===== src/rtl/ppl_frame_dispatcher.sv =====
// Frame-level entry stage of the ray-marching ring: sequences frames, snapshots the
// camera pose and fills each ring slot with either a recirculated ray or a fresh pixel.
module ppl_frame_dispatcher #(
    parameter int H_RES       = 320,
    parameter int V_RES       = 240,
    parameter int PREP_CYCLES = 4,
    parameter int SCAN_MODE   = 0,
    parameter int ADDR_W      = 17,
    parameter int PAY_W       = 256
) (
    input  logic                clk_ppl,
    input  logic                rst_n,
    input  logic                enable,
    input  logic signed [31:0]  p_pos_x,
    input  logic signed [31:0]  p_pos_y,
    input  logic signed [31:0]  p_pos_z,
    input  logic signed [31:0]  p_angle_x,
    input  logic signed [31:0]  p_angle_y,
    input  logic                ret_valid,
    input  logic                ret_done,
    input  logic [PAY_W-1:0]    ret_payload,
    output logic signed [31:0]  snap_pos_x,
    output logic signed [31:0]  snap_pos_y,
    output logic signed [31:0]  snap_pos_z,
    output logic signed [31:0]  snap_angle_x,
    output logic signed [31:0]  snap_angle_y,
    output logic                preparing,
    output logic                frame_start,
    output logic                frame_done,
    output logic                out_valid,
    output logic                out_new,
    output logic                out_last,
    output logic [ADDR_W-1:0]   out_addr,
    output logic [15:0]         out_u,
    output logic [15:0]         out_v,
    output logic [PAY_W-1:0]    out_payload
);

    localparam int TOTAL  = H_RES * V_RES;
    localparam int CNT_W  = $clog2(TOTAL + 1);
    localparam int PREP_W = (PREP_CYCLES > 1) ? $clog2(PREP_CYCLES) : 1;

    typedef enum logic [1:0] {IDLE, PREP, RUN, DRAIN} state_t;

    state_t              state, state_nxt;
    logic [PREP_W-1:0]   prep_cnt, prep_cnt_nxt;
    logic [CNT_W-1:0]    issued, issued_nxt;
    logic [CNT_W-1:0]    inflight, inflight_nxt;
    logic [15:0]         x, x_nxt, y, y_nxt;
    logic [ADDR_W-1:0]   row_base, row_base_nxt;
    logic                recirc, ret_free, slot_open, issue, last_issue, start, done_now;

    always_ff @(posedge clk_ppl or negedge rst_n) begin
        if (!rst_n) begin
            state <= IDLE;
        end else begin
            state <= state_nxt;
        end
    end

    // The final PREP cycle already arbitrates the slot, so the first fresh pixel
    // leaves in the same cycle the state register shows RUN.
    always_comb begin
        state_nxt    = state;
        prep_cnt_nxt = prep_cnt;
        issued_nxt   = issued;
        x_nxt        = x;
        y_nxt        = y;
        row_base_nxt = row_base;
        start        = 1'b0;
        done_now     = 1'b0;

        recirc     = ret_valid && !ret_done;
        ret_free   = ret_valid && ret_done;
        slot_open  = (state == RUN) ||
                     ((state == PREP) && (prep_cnt == PREP_W'(PREP_CYCLES - 1)));
        issue      = slot_open && !recirc && enable && (issued < CNT_W'(TOTAL));
        last_issue = issue && (issued == CNT_W'(TOTAL - 1));

        unique case ({issue, ret_free})
            2'b10:   inflight_nxt = inflight + CNT_W'(1);
            2'b01:   inflight_nxt = inflight - CNT_W'(1);
            default: inflight_nxt = inflight;
        endcase

        if (issue) begin
            issued_nxt = issued + CNT_W'(1);
            if (x == 16'(H_RES - 1)) begin
                x_nxt = '0;
                if (SCAN_MODE == 1) begin
                    if (int'(y) + 2 < V_RES) begin
                        y_nxt        = y + 16'd2;
                        row_base_nxt = row_base + ADDR_W'(2 * H_RES);
                    end else begin
                        y_nxt        = 16'd1;
                        row_base_nxt = ADDR_W'(H_RES);
                    end
                end else begin
                    y_nxt        = y + 16'd1;
                    row_base_nxt = row_base + ADDR_W'(H_RES);
                end
            end else begin
                x_nxt = x + 16'd1;
            end
        end

        unique case (state)
            IDLE: begin
                if (enable) begin
                    state_nxt    = PREP;
                    start        = 1'b1;
                    prep_cnt_nxt = '0;
                    issued_nxt   = '0;
                    x_nxt        = '0;
                    y_nxt        = '0;
                    row_base_nxt = '0;
                end
            end
            PREP: begin
                if (prep_cnt == PREP_W'(PREP_CYCLES - 1)) begin
                    prep_cnt_nxt = '0;
                    state_nxt    = last_issue ? DRAIN : RUN;
                end else begin
                    prep_cnt_nxt = prep_cnt + PREP_W'(1);
                end
            end
            RUN: begin
                if (last_issue) state_nxt = DRAIN;
            end
            DRAIN: begin
                if (inflight_nxt == '0) begin
                    state_nxt = IDLE;
                    done_now  = 1'b1;
                end
            end
            default: state_nxt = IDLE;
        endcase
    end

    // Counters and all outputs are registered from the decisions above.
    always_ff @(posedge clk_ppl or negedge rst_n) begin
        if (!rst_n) begin
            prep_cnt     <= '0;
            issued       <= '0;
            inflight     <= '0;
            x            <= '0;
            y            <= '0;
            row_base     <= '0;
            snap_pos_x   <= '0;
            snap_pos_y   <= '0;
            snap_pos_z   <= '0;
            snap_angle_x <= '0;
            snap_angle_y <= '0;
            preparing    <= 1'b0;
            frame_start  <= 1'b0;
            frame_done   <= 1'b0;
            out_valid    <= 1'b0;
            out_new      <= 1'b0;
            out_last     <= 1'b0;
            out_addr     <= '0;
            out_u        <= '0;
            out_v        <= '0;
            out_payload  <= '0;
        end else begin
            prep_cnt     <= prep_cnt_nxt;
            issued       <= issued_nxt;
            inflight     <= inflight_nxt;
            x            <= x_nxt;
            y            <= y_nxt;
            row_base     <= row_base_nxt;
            if (start) begin
                snap_pos_x   <= p_pos_x;
                snap_pos_y   <= p_pos_y;
                snap_pos_z   <= p_pos_z;
                snap_angle_x <= p_angle_x;
                snap_angle_y <= p_angle_y;
            end
            preparing    <= (state_nxt == IDLE) || (state_nxt == PREP);
            frame_start  <= start;
            frame_done   <= done_now;
            out_valid    <= recirc || issue;
            out_new      <= issue;
            out_last     <= last_issue;
            out_addr     <= issue ? (row_base + ADDR_W'(x)) : '0;
            out_u        <= issue ? x : '0;
            out_v        <= issue ? y : '0;
            out_payload  <= recirc ? ret_payload : '0;
        end
    end

endmodule


===== config.mk =====
export PLATFORM = sky130hd
export DESIGN_NAME = ppl_frame_dispatcher
export DESIGN_NICKNAME = d
export VERILOG_FILES = /design/src/rtl/ppl_frame_dispatcher.sv
export SDC_FILE = /design/constraint.sdc
export NUM_CORES = 1
export LEC_CHECK = 0
export BUFFER_PORTS_ARGS = -buffer_cell sky130_fd_sc_hd__buf_4
export CORE_AREA = 4 4 345 347
export CTS_CLUSTER_SIZE = 28
export DETAILED_ROUTE_END_ITERATION = 8
export DIE_AREA = 0 0 349 351
export GPL_TIMING_DRIVEN = 1
export MAX_ROUTING_LAYER = met4
export PLACE_DENSITY = 0.47
export SYNTH_ARGS = -nofsm -noshare
export SYNTH_HDL_FRONTEND = slang
export SYNTH_SLANG_ARGS = --single-unit

===== constraint.sdc =====
create_clock -name clk_ppl -period 6 [get_ports clk_ppl]
set_input_delay 0.6 -clock clk_ppl [delete_from_list [all_inputs] [get_ports clk_ppl]]
set_output_delay 0.6 -clock clk_ppl [all_outputs]
set_load 0.005 [all_outputs]

==> impl_metrics.py, run 1 <==
metrics = {
    "outcome": {
        "outcome": "complete, no violations",
    },
    "timing": {
        "clock-skew-final_ns": 0.0382,
        "setup_violations": 0,
        "slew_violations": 0,
        "worst_pin_slew_ns": 1.09,
        "worst_hold_slack_ns": 0.142,
        "worst_slack_ns": 1.51,
        "grt_setup_unrepaired": "false",
        "relSlewSlack_pct": 27.6,
        "setup_tns_ns": 0,
        "hold_violations": 0,
        "timing.fmax_ghz": 0.223,
        "finalCritPeriodShare_pct": 74.8,
        "fin_crit_ns": 4.49,
    },
    "clock_tree": {
        "post_cts_resized": 0,
        "post-cts-setup-buffers": 0,
        "cts_sinks": 552,
        "root_buffer": "clkbuf_16",
        "cts_hold_buf": 1,
        "clk_path_buf_depth": 3,
        "cts_max_level": 3,
        "clk_latency_ns": 0.63,
        "cts_tree": "built",
        "numCtsBuffers": 72,
        "clk_pin_slew_ns": 0.06,
    },
    "worst_setup_path": {
        "reg2reg_depth": 12,
        "reg2reg_from": "issued[11]",
        "path_delay_family": "simple AND/OR/NAND/NOR gates",
        "cpMostUsedCell": "nor4_1",
        "cp-start-kind": "flip-flop",
        "critPathBufInv": 0,
        "critPathRequiredTime_ns": 6.49,
        "crit_chain": "a21o_1 -> a211o_1 -> a221o_1 -> ha_1 -> nor2b_1 -> mux2i_1 -> xnor2_1 -> nor4_1 -> o211ai_1 -> nor4_1 -> and4_1 -> a21oi_1",
        "r2r-end": "state[1]",
        "crit_arrival_ns": 4.97,
        "critPathMaxFanout": 22,
        "crit_type": "flip-flop to flip-flop",
        "rrSetupSlack_ns": 1.51,
        "crit_cells": 12,
        "worst_path_max_delay_cell": "nor2b_1",
        "crit_path_max_incr_delay_ns": 0.77,
        "cp-end-kind": "flip-flop",
    },
    "synthesis": {
        "ys_seq_area_share_pct": 64.3,
        "synth-edff-count": 0,
        "ys_warn_count": 0,
        "synth_top_cell_by_area": "dfrtp_1",
        "synthFlopType": "dfrtp_1",
        "synthCells": 2020,
        "synth.most_common_cell": "nand2_1",
        "synth_area_sq_um": 21500,
        "syn-num-nets": 2459,
        "synth_top_cells_by_area": "dfrtp_1 64%, nand2_1 9.8%, and2_1 9.0%, o21ai_0 1.6%, clkbuf_1 1.6%",
        "synth_cell_types": 75,
        "synthArstFlopShare_pct": 100,
        "ys_seq_elements": 552,
        "netlist.area_leader.share_pct": 64.3,
        "synth_commonest_cells": "559 x nand2_1, 552 x dfrtp_1, 309 x and2_1",
        "synth.avg_cell_area_sq_um": 10.6,
    },
    "detailed_routing": {
        "drcViolationCount": 0,
        "vias": 18000,
        "via_per_inst": 4.00,
        "routed_wl_mm": 103,
        "drt-initial-drc-count": 1277,
        "wl_per_cell_um": 22.8,
        "ant_nets": 0,
        "drt-pass1-iter-count": 5,
    },
    "hold_path": {
        "min_to": "snap_angle_y[18]",
        "hold_depth": 3,
        "hold_path_class": "input pin to flip-flop",
        "hp-start": "p_angle_y[18]",
    },
    "placed_design": {
        "port_buffers": 891,
        "dpl.cell_count": 4339,
        "hpwl_mm": 79.1,
        "gp_congestion": 0.846,
        "detailedPlace.worstSlack_ns": 1.42,
    },
    "floorplan": {
        "die_height_um": 351,
        "initial_core_util_pct": 18.5,
        "io_pins": 892,
        "die_width_um": 349,
        "core_area_sq_um": 116000,
        "die-area_sq_um": 122000,
        "rows": 125,
    },
    "power_and_ir_drop": {
        "p_leak_nw": 16.9,
        "total_power_mw": 9.52,
        "power.density_nw_per_um2": 294,
        "max-vdd-ir-drop_v": 0.000157,
    },
    "run": {
        "cap_violations": 0,
    },
    "global_routing": {
        "grt_pass1_vias": 18000,
        "grt_max_degree": 253,
        "grt_pass1_wl_mm": 140,
        "grt_antenna_before_repair": 62,
        "overflow": 0,
        "track_usage_pct": 16.5,
    },
    "final_layout": {
        "layout.cells.non_filler": 4512,
        "synthToLayoutAreaGrowth_pct": 50.7,
        "drive_gt1_share_pct": 35.5,
        "layout.nets": 3329,
        "num-fill-cells": 12300,
    },
}
==> power by group <==
part / total (mW) / internal [mW] / switching, mW
Clock: 4.46 / 2.63 / 1.83
Sequential: 4.07 / 3.87 / 0.203
Combinational: 0.982 / 0.502 / 0.480
==> logic make-up after synthesis <==
logic type	share of synthesized area [%]
AOI/OAI and AO/OA	6.33
xor gates and xnor gates	0.734
adders and majority gates	1.05
buffers and inverters	2.51
DFF	64.3
muxes	0.757
and+or+nand+nor	24.3
==> worst register-to-register path, cell delays in order (launching register included) <==
cell and delay, ns:
dfrtp_1 0.44, a21o_1 0.19, a211o_1 0.30, a221o_1 0.39, ha_1 0.64, nor2b_1 0.78, mux2i_1 0.20, xnor2_1 0.19
nor4_1 0.45, o211ai_1 0.19, nor4_1 0.24, and4_1 0.28, a21oi_1 0.08
==> per-stage QoR <==
| stage | util (%) | cell area (sq um) |
|---|---|---|
| after global routing | 27.9 | 32400 |
| after floorplan | - | 21500 |
| after global placement | 25.7 | 29800 |
| after detailed placement | 25.7 | 29800 |
| after CTS | 27.9 | 32300 |
| final | 27.9 | 32400 |
==> cell usage in the layout, fill, tap and decap left out, types with 21 or more instances in the layout <==
cell type / n
dfrtp_1: 552
nand2_1: 558
diode_2: 42
clkbuf_16: 74
a21oi_1: 21
nand3_1: 40
and2_1: 309
and3_1: 21
nor2_1: 68
buf_4: 900
o21ai_0: 69
==> flip-flops by register name (all words and copies together) (netlist names) <==
signal,cells
prep_cnt,2
snap_pos_x,32
issued,17
snap_angle_x,32
state,2
frame_done,1
out_payload,256
out_v,16
preparing,1
y,16
frame_start,1
out_new,1
x,16
out_addr,17
row_base,11
snap_pos_z,32
snap_pos_y,32
snap_angle_y,32
out_last,1
inflight,17
out_valid,1
out_u,16
==> worst max-delay path by stage <==
stage                    start        to  slack [ns]
finish              issued[11]  state[1]        1.51
global route        issued[11]  state[1]        1.10
CTS                 issued[10]  state[1]        1.45
detailed placement  issued[10]  state[1]        1.42
global placement    issued[10]  state[1]        1.50
floorplan           issued[11]  state[1]        1.10
==> area by class of cell <==
type | count | area [sq um] | share of cell area (%)
Sequential cell | 552 | 13800 | 42.6
Multi-Input combinational cell | 1337 | 7150 | 22.1
Timing Repair Buffer | 907 | 6880 | 21.2
Clock buffer | 102 | 2100 | 6.47
Tap cell | 1524 | 1910 | 5.89
Clock inverter | 28 | 352 | 1.09
Antenna cell | 42 | 105 | 0.324
Inverter | 20 | 80.1 | 0.247
==> layer usage <==
metal  up-vias  GRT usage, %  wire (um)
li1       8367             -          -
met1      8864          18.1      38900
met2       669          25.6      49200
met3       135          8.90      12300
met4         0          5.63       2380
met5         -             -          0
Power figures use the tool's default switching activity.
==> run 2: changes to the inputs <==
--- a/config.mk
+++ b/config.mk
@@ -5,11 +5,12 @@
 export SDC_FILE = /design/constraint.sdc
 export NUM_CORES = 1
 export LEC_CHECK = 0
+export ABC_AREA = 1
 export BUFFER_PORTS_ARGS = -buffer_cell sky130_fd_sc_hd__buf_4
-export CORE_AREA = 4 4 345 347
+export CORE_AREA = 4 4 344 346
 export CTS_CLUSTER_SIZE = 28
 export DETAILED_ROUTE_END_ITERATION = 8
-export DIE_AREA = 0 0 349 351
+export DIE_AREA = 0 0 348 350
 export GPL_TIMING_DRIVEN = 1
 export MAX_ROUTING_LAYER = met4
 export PLACE_DENSITY = 0.47
==> constraint.sdc (replaced) <==
create_clock -name clk_ppl -period 4.4 [get_ports clk_ppl]
set_input_delay 0.44 -clock clk_ppl [delete_from_list [all_inputs] [get_ports clk_ppl]]
set_output_delay 0.44 -clock clk_ppl [all_outputs]
set_load 0.005 [all_outputs]
==> run 2 against run 1 <==
Sequential share of layout area decreased by 4.5 points. Clock skew shrank 0.016 ns. Combinational power up 130%. Design area increased by 12%. Area after synthesis shrank 0.63%. Clock power is 29% higher. Utilization increased by 3.4 points. Critical path depth is 12 higher. Worst setup slack worse by 0.77 ns. Hold slack worse by 0.089 ns. Largest power group unchanged.
==> impl_metrics.py, run 2 <==
metrics = {
    "worst_setup_path": {
        "cp-start-kind": "flip-flop",
        "critPathRequiredTime_ns": 4.91,
        "crit_type": "flip-flop to flip-flop",
        "cpMostUsedCell": "nand2_1",
        "cp-end-kind": "flip-flop",
        "path_delay_family": "simple AND/OR/NAND/NOR gates",
        "critPathBufInv": 4,
        "crit_path_max_incr_delay_ns": 0.37,
        "critPathMaxFanout": 30,
        "crit_arrival_ns": 4.16,
        "crit_chain": "ha_1 -> inv_1 -> o21ai_0 -> inv_1 -> a41oi_1 -> nand3_2 -> ha_1 -> buf_4 -> inv_1 -> nand2_1 -> nand2_1 -> nand2_1 -> nor2_1 -> nand3_1 -> nand3_1 -> nand2_1 -> nand3_1 -> nand2_1 -> nor2_1 -> nand2_1 -> nor2_1 -> nand3_2 -> nor2_4 -> nor2_2",
        "worst_path_max_delay_cell": "dfrtp_1",
    },
    "global_routing": {
        "track_usage_pct": 15.2,
        "grt_max_degree": 164,
        "overflow": 0,
        "grt_pass1_vias": 20700,
        "grt_pass1_wl_mm": 134,
        "grt_antenna_before_repair": 25,
    },
    "detailed_routing": {
        "vias": 19900,
        "ant_nets": 0,
        "drt-pass1-iter-count": 5,
        "drt-initial-drc-count": 1014,
        "routed_wl_mm": 92.6,
        "via_per_inst": 3.77,
        "wl_per_cell_um": 17.6,
        "drcViolationCount": 0,
    },
    "power_and_ir_drop": {
        "max-vdd-ir-drop_v": 0.000253,
        "power.density_nw_per_um2": 378,
        "total_power_mw": 13.7,
        "p_leak_nw": 19.7,
    },
    "synthesis": {
        "synthCells": 2371,
        "ys_warn_count": 0,
        "synth.avg_cell_area_sq_um": 9.01,
        "ys_seq_elements": 552,
        "synth.most_common_cell": "nand2_1",
        "synthArstFlopShare_pct": 100,
        "synth-edff-count": 0,
        "netlist.area_leader.share_pct": 64.7,
        "synth_top_cell_by_area": "dfrtp_1",
        "synth_top_cells_by_area": "dfrtp_1 65%, nand2_1 12%, nor2_1 6.8%, inv_1 6.5%, nand3_1 1.9%",
        "synth_commonest_cells": "694 x nand2_1, 552 x dfrtp_1, 384 x nor2_1",
        "synth_cell_types": 43,
        "synthFlopType": "dfrtp_1",
        "syn-num-nets": 2810,
        "ys_seq_area_share_pct": 64.7,
        "synth_area_sq_um": 21400,
    },
    "run": {
        "cap_violations": 0,
    },
    "clock_tree": {
        "clk_pin_slew_ns": 0.05,
        "numCtsBuffers": 71,
        "root_buffer": "clkbuf_16",
        "clk_latency_ns": 0.64,
        "cts_tree": "built",
        "cts_max_level": 3,
        "cts_sinks": 552,
        "clk_path_buf_depth": 3,
        "post_cts_resized": 0,
        "post-cts-setup-buffers": 0,
    },
    "timing": {
        "worst_hold_slack_ns": 0.0537,
        "clock-skew-final_ns": 0.0225,
        "relSlewSlack_pct": 17.5,
        "finalCritPeriodShare_pct": 83.1,
        "slew_violations": 0,
        "timing.fmax_ghz": 0.274,
        "grt_setup_unrepaired": "false",
        "worst_pin_slew_ns": 1.24,
        "setup_violations": 0,
        "fin_crit_ns": 3.65,
        "hold_violations": 0,
        "setup_tns_ns": 0,
    },
    "final_layout": {
        "regArea_sq_um": 13800,
        "layout.nets": 4104,
        "num-fill-cells": 12100,
        "largest_reg_flops": 256,
        "layout.cells.non_filler": 5265,
        "final_common_cell": "buf_4",
        "design_area_sq_um": 36200,
        "multi_input_area_sq_um": 5790,
        "layout_common_cells": "907 x buf_4, 694 x nand2_1, 552 x dfrtp_1",
        "drive_gt1_share_pct": 28.4,
        "largest_register": "out_payload",
        "synthToLayoutAreaGrowth_pct": 69.5,
    },
    "floorplan": {
        "initial_core_util_pct": 18.5,
        "die_height_um": 350,
        "io_pins": 892,
        "die_width_um": 348,
        "core_area_sq_um": 115000,
        "die-area_sq_um": 122000,
        "rows": 125,
    },
    "placed_design": {
        "dpl.cell_count": 4725,
        "gp_congestion": 0.836,
        "port_buffers": 891,
        "hpwl_mm": 70.0,
        "placed_cell_area_sq_um": 29900,
    },
    "outcome": {
        "outcome": "complete, no violations",
    },
    "hold_path": {
        "hold_path_class": "input pin to flip-flop",
    },
}
## run 2: worst paths after layout
check / start / end / slack, ns / depth (start not counted)
hold reg to reg: snap_pos_y[15] / snap_pos_y[15] / 0.47 / 2
setup reg to reg: prep_cnt[0] / state[1] / 0.75 / 24
hold / removal: p_pos_y[31] / snap_pos_y[31] / 0.05 / 3
max in group asynchronous: rst_n / snap_pos_x[23] / 2.87 / 3
min in group asynchronous: rst_n / out_payload[245] / 0.46 / 2
setup / recovery: prep_cnt[0] / state[1] / 0.75 / 24
## run 2: layer usage
layer	wire length [um]	GRT usage, %	up-vias
met5	0	-	-
met4	4790	7.79	0
met3	5640	4.05	182
met2	45600	25.0	576
met1	36600	17.0	9431
li1	-	-	9684
## run 2: cells by family (layout without fill, tap and decap cells)
| kind of cell | count (synthesis) | after routing | share of synthesized area (%) |
|---|---|---|---|
| other | 0 | 24 | 0 |
| XOR/XNOR | 21 | 21 | 0.897 |
| flip-flops | 552 | 552 | 64.7 |
| multiplexers | 2 | 2 | 0.0938 |
| AND/OR/NAND/NOR | 1209 | 1209 | 22.4 |
| adder cells (fa/ha/maj) | 18 | 18 | 1.05 |
| buffers and inverters | 465 | 1811 | 8.25 |
| AO/OA/AOI/OAI | 104 | 104 | 2.66 |
## run 2: power by group
group / switching (mW) / leakage, nW / internal, mW
clock: 2.39 / 1.14 / 3.34
sequential: 0.250 / 7.30 / 5.43
combinational: 1.17 / 11.3 / 1.09
total: 3.81 / 19.7 / 9.86
## run 2: layout make-up
cell class                 count  area share (%)
timing repair buffer        1306            30.1
inverter                     380            3.98
tap                         1524            5.27
clock buffer                  96            5.65
multi-input combinational   1354            16.0
antenna                       24           0.166
sequential                   552            38.2
clock inverter                29           0.709
## run 2: repair_timing
item,CTS,global route
hold buffers,391,0
endpoints found under the setup margin,0,0
endpoints found under the hold margin,464,0
## run 2: metrics by stage
step	utilization [%]	setup WS, ns
floorplan	-	0.585
global placement	25.9	0.514
detailed placement	25.9	0.473
CTS	31.3	0.707
global route	31.4	0.301
finish	31.4	0.745
## run 2: worst reg2reg max path: cells and delay by family (launching register included)
family / cells / cell delay (ns)
buffers and inverters: 4 / 0.67
adders and majority gates: 2 / 0.42
and+or+nand+nor: 16 / 1.76
DFF: 1 / 0.37
AOI/OAI and AO/OA: 2 / 0.35
==> run 3: changes to the inputs <==
==> constraint.sdc (replaced) <==
create_clock -name clk_ppl -period 3.7 [get_ports clk_ppl]
set_input_delay 0.37 -clock clk_ppl [delete_from_list [all_inputs] [get_ports clk_ppl]]
set_output_delay 0.37 -clock clk_ppl [all_outputs]
set_load 0.005 [all_outputs]
==> run 3 against run 2 <==
Combinational power rose by 25%. Wire length fell by 2.9%. Clock skew down 0.0041 ns.
==> impl_metrics.py, run 3 (synthesis results as in run 2) <==
metrics = {
    "timing": {
        "fin_crit_ns": 3.35,
        "slew_violations": 0,
        "worst_slack_ns": 0.347,
        "worst_pin_slew_ns": 1.16,
        "relSlewSlack_pct": 22.4,
        "finalCritPeriodShare_pct": 90.6,
        "timing.fmax_ghz": 0.298,
        "setup_violations": 0,
        "hold_violations": 0,
        "clock-skew-final_ns": 0.0184,
        "grt_setup_unrepaired": "false",
        "setup_tns_ns": 0,
        "worst_hold_slack_ns": 0.0964,
    },
    "worst_setup_path": {
        "critPathRequiredTime_ns": 4.23,
        "cp-end-kind": "flip-flop",
        "critPathMaxFanout": 4,
        "crit_type": "flip-flop to flip-flop",
        "reg2reg_depth": 25,
        "cp-start-kind": "flip-flop",
        "crit_arrival_ns": 3.88,
    },
    "floorplan": {
        "die_height_um": 350,
        "die-area_sq_um": 122000,
        "core_area_sq_um": 115000,
        "die_width_um": 348,
        "io_pins": 892,
        "initial_core_util_pct": 18.5,
        "rows": 125,
    },
    "final_layout": {
        "final_common_cell": "buf_4",
        "drive_gt1_share_pct": 29.4,
        "largest_register": "out_payload",
        "synthToLayoutAreaGrowth_pct": 72.9,
        "utilization_pct": 32.0,
        "layout.nets": 4169,
        "largest_reg_flops": 256,
        "layout_common_cells": "947 x buf_4, 690 x nand2_1, 552 x dfrtp_1",
        "num-fill-cells": 12100,
    },
    "detailed_routing": {
        "routed_wl_mm": 89.9,
        "drt-initial-drc-count": 833,
        "wl_per_cell_um": 16.9,
        "drcViolationCount": 0,
        "drt-pass1-iter-count": 7,
        "via_per_inst": 3.77,
        "vias": 20100,
        "ant_nets": 0,
    },
    "power_and_ir_drop": {
        "p_leak_nw": 20.1,
        "seqPwrFrac_pct": 40.5,
        "p_switching_mw": 4.67,
        "intPower_mw": 12.0,
        "p_comb_share_pct": 17.0,
        "max-vdd-ir-drop_v": 0.000354,
        "pwr-share-clk_pct": 42.5,
        "p_sw_share_pct": 28.0,
        "power.density_nw_per_um2": 452,
        "total_power_mw": 16.7,
    },
    "hold_path": {
        "hold_depth": 3,
        "hold_path_class": "input pin to flip-flop",
    },
    "global_routing": {
        "track_usage_pct": 14.8,
        "grt_pass1_wl_mm": 132,
        "globalRouteMet2Util_pct": 24.7,
        "grt.busiest_layer": "met2",
        "use_met3_pct": 3.82,
        "grt_max_degree": 165,
        "grt_pass1_vias": 21100,
        "grt_antenna_before_repair": 23,
        "overflow": 0,
        "use_met1_pct": 16.7,
    },
    "placed_design": {
        "port_buffers": 891,
        "gp_congestion": 0.821,
        "hpwl_mm": 67.0,
        "detailedPlace.worstSlack_ns": 0.157,
    },
    "clock_tree": {
        "clk_latency_ns": 0.65,
        "numCtsBuffers": 70,
        "cts_sinks": 552,
        "cts_tree": "built",
        "root_buffer": "clkbuf_16",
        "clk_path_buf_depth": 3,
        "clk_pin_slew_ns": 0.06,
        "cts_max_level": 3,
    },
    "outcome": {
        "outcome": "complete, no violations",
    },
    "run": {
        "cap_violations": 0,
    },
}
[run 3: layout make-up]
class | instances | area (sq um) | share of cell area [%]
flip-flops and latches | 552 | 13800 | 37.4
well taps | 1524 | 1910 | 5.16
diodes | 23 | 57.6 | 0.156
inverters | 380 | 1440 | 3.91
clock buffers | 102 | 2060 | 5.59
repair buffers | 1372 | 11400 | 31.0
clock inverters | 27 | 349 | 0.945
multi-input cells | 1354 | 5840 | 15.8
[run 3: through the flow]
step / cells / cell area, sq um
6_report: 5334 / 36900
5_1_grt: 5334 / 36900
4_1_cts: 5310 / 36800
3_5_place_dp: 4766 / 30200
3_3_place_gp: 4766 / 30200
2_1_floorplan: 2371 / 21400
[run 3: path summary, 6_finish.rpt]
path,startpoint,end,slack (ns)
min in group asynchronous,rst_n,out_payload[185],0.41
min,ret_payload[83],out_payload[83],0.1
max reg2reg,prep_cnt[0],state[1],0.35
max in group asynchronous,rst_n,out_payload[107],2.19
min reg2reg,snap_pos_y[5],snap_pos_y[5],0.47
max,prep_cnt[0],state[1],0.35
[run 3: routing by layer]
layer,share of wire [%],vias up
li1,-,9806
met1,39,9577
met2,50,587
met4,4.3,0
met5,0,-
met3,6.0,158
[run 3: repair_timing]
item,in CTS,in global routing
buffers inserted,0,1
resized for setup,0,16
setup endpoints to repair,0,4
hold buffers,415,0
endpoints found under the hold margin,488,0
[run 3: worst max-delay path: stages, from the launching register on]
cell	delay, ns
dfrtp_1	0.36
ha_1	0.17
inv_1	0.04
o21ai_0	0.16
inv_1	0.07
a41oi_1	0.19
nand3_2	0.16
ha_4	0.21
nand2_1	0.06
inv_1	0.04
nor2_2	0.11
ha_1	0.23
or2_2	0.26
o21ai_0	0.07
inv_1	0.07
or2_0	0.19
nor2_1	0.11
nand3_1	0.07
nor2_1	0.08
nand2_1	0.06
nor2_2	0.10
nand2_1	0.09
nor2_2	0.09
nand3_2	0.10
nor2_4	0.11
nor2_2	0.05
[run 3: power groups by stage]
| stage | clock, mW | combinational, mW | sequential (mW) |
|---|---|---|---|
| final | 7.08 | 2.83 | 6.76 |
| after global routing | 7.57 | 3.17 | 6.81 |
| after CTS | 7.34 | 2.85 | 6.76 |
| after detailed placement | 0 | 2.46 | 6.86 |
| after global placement | 0 | 2.46 | 6.87 |
| after floorplan | 0 | 1.05 | 6.82 |
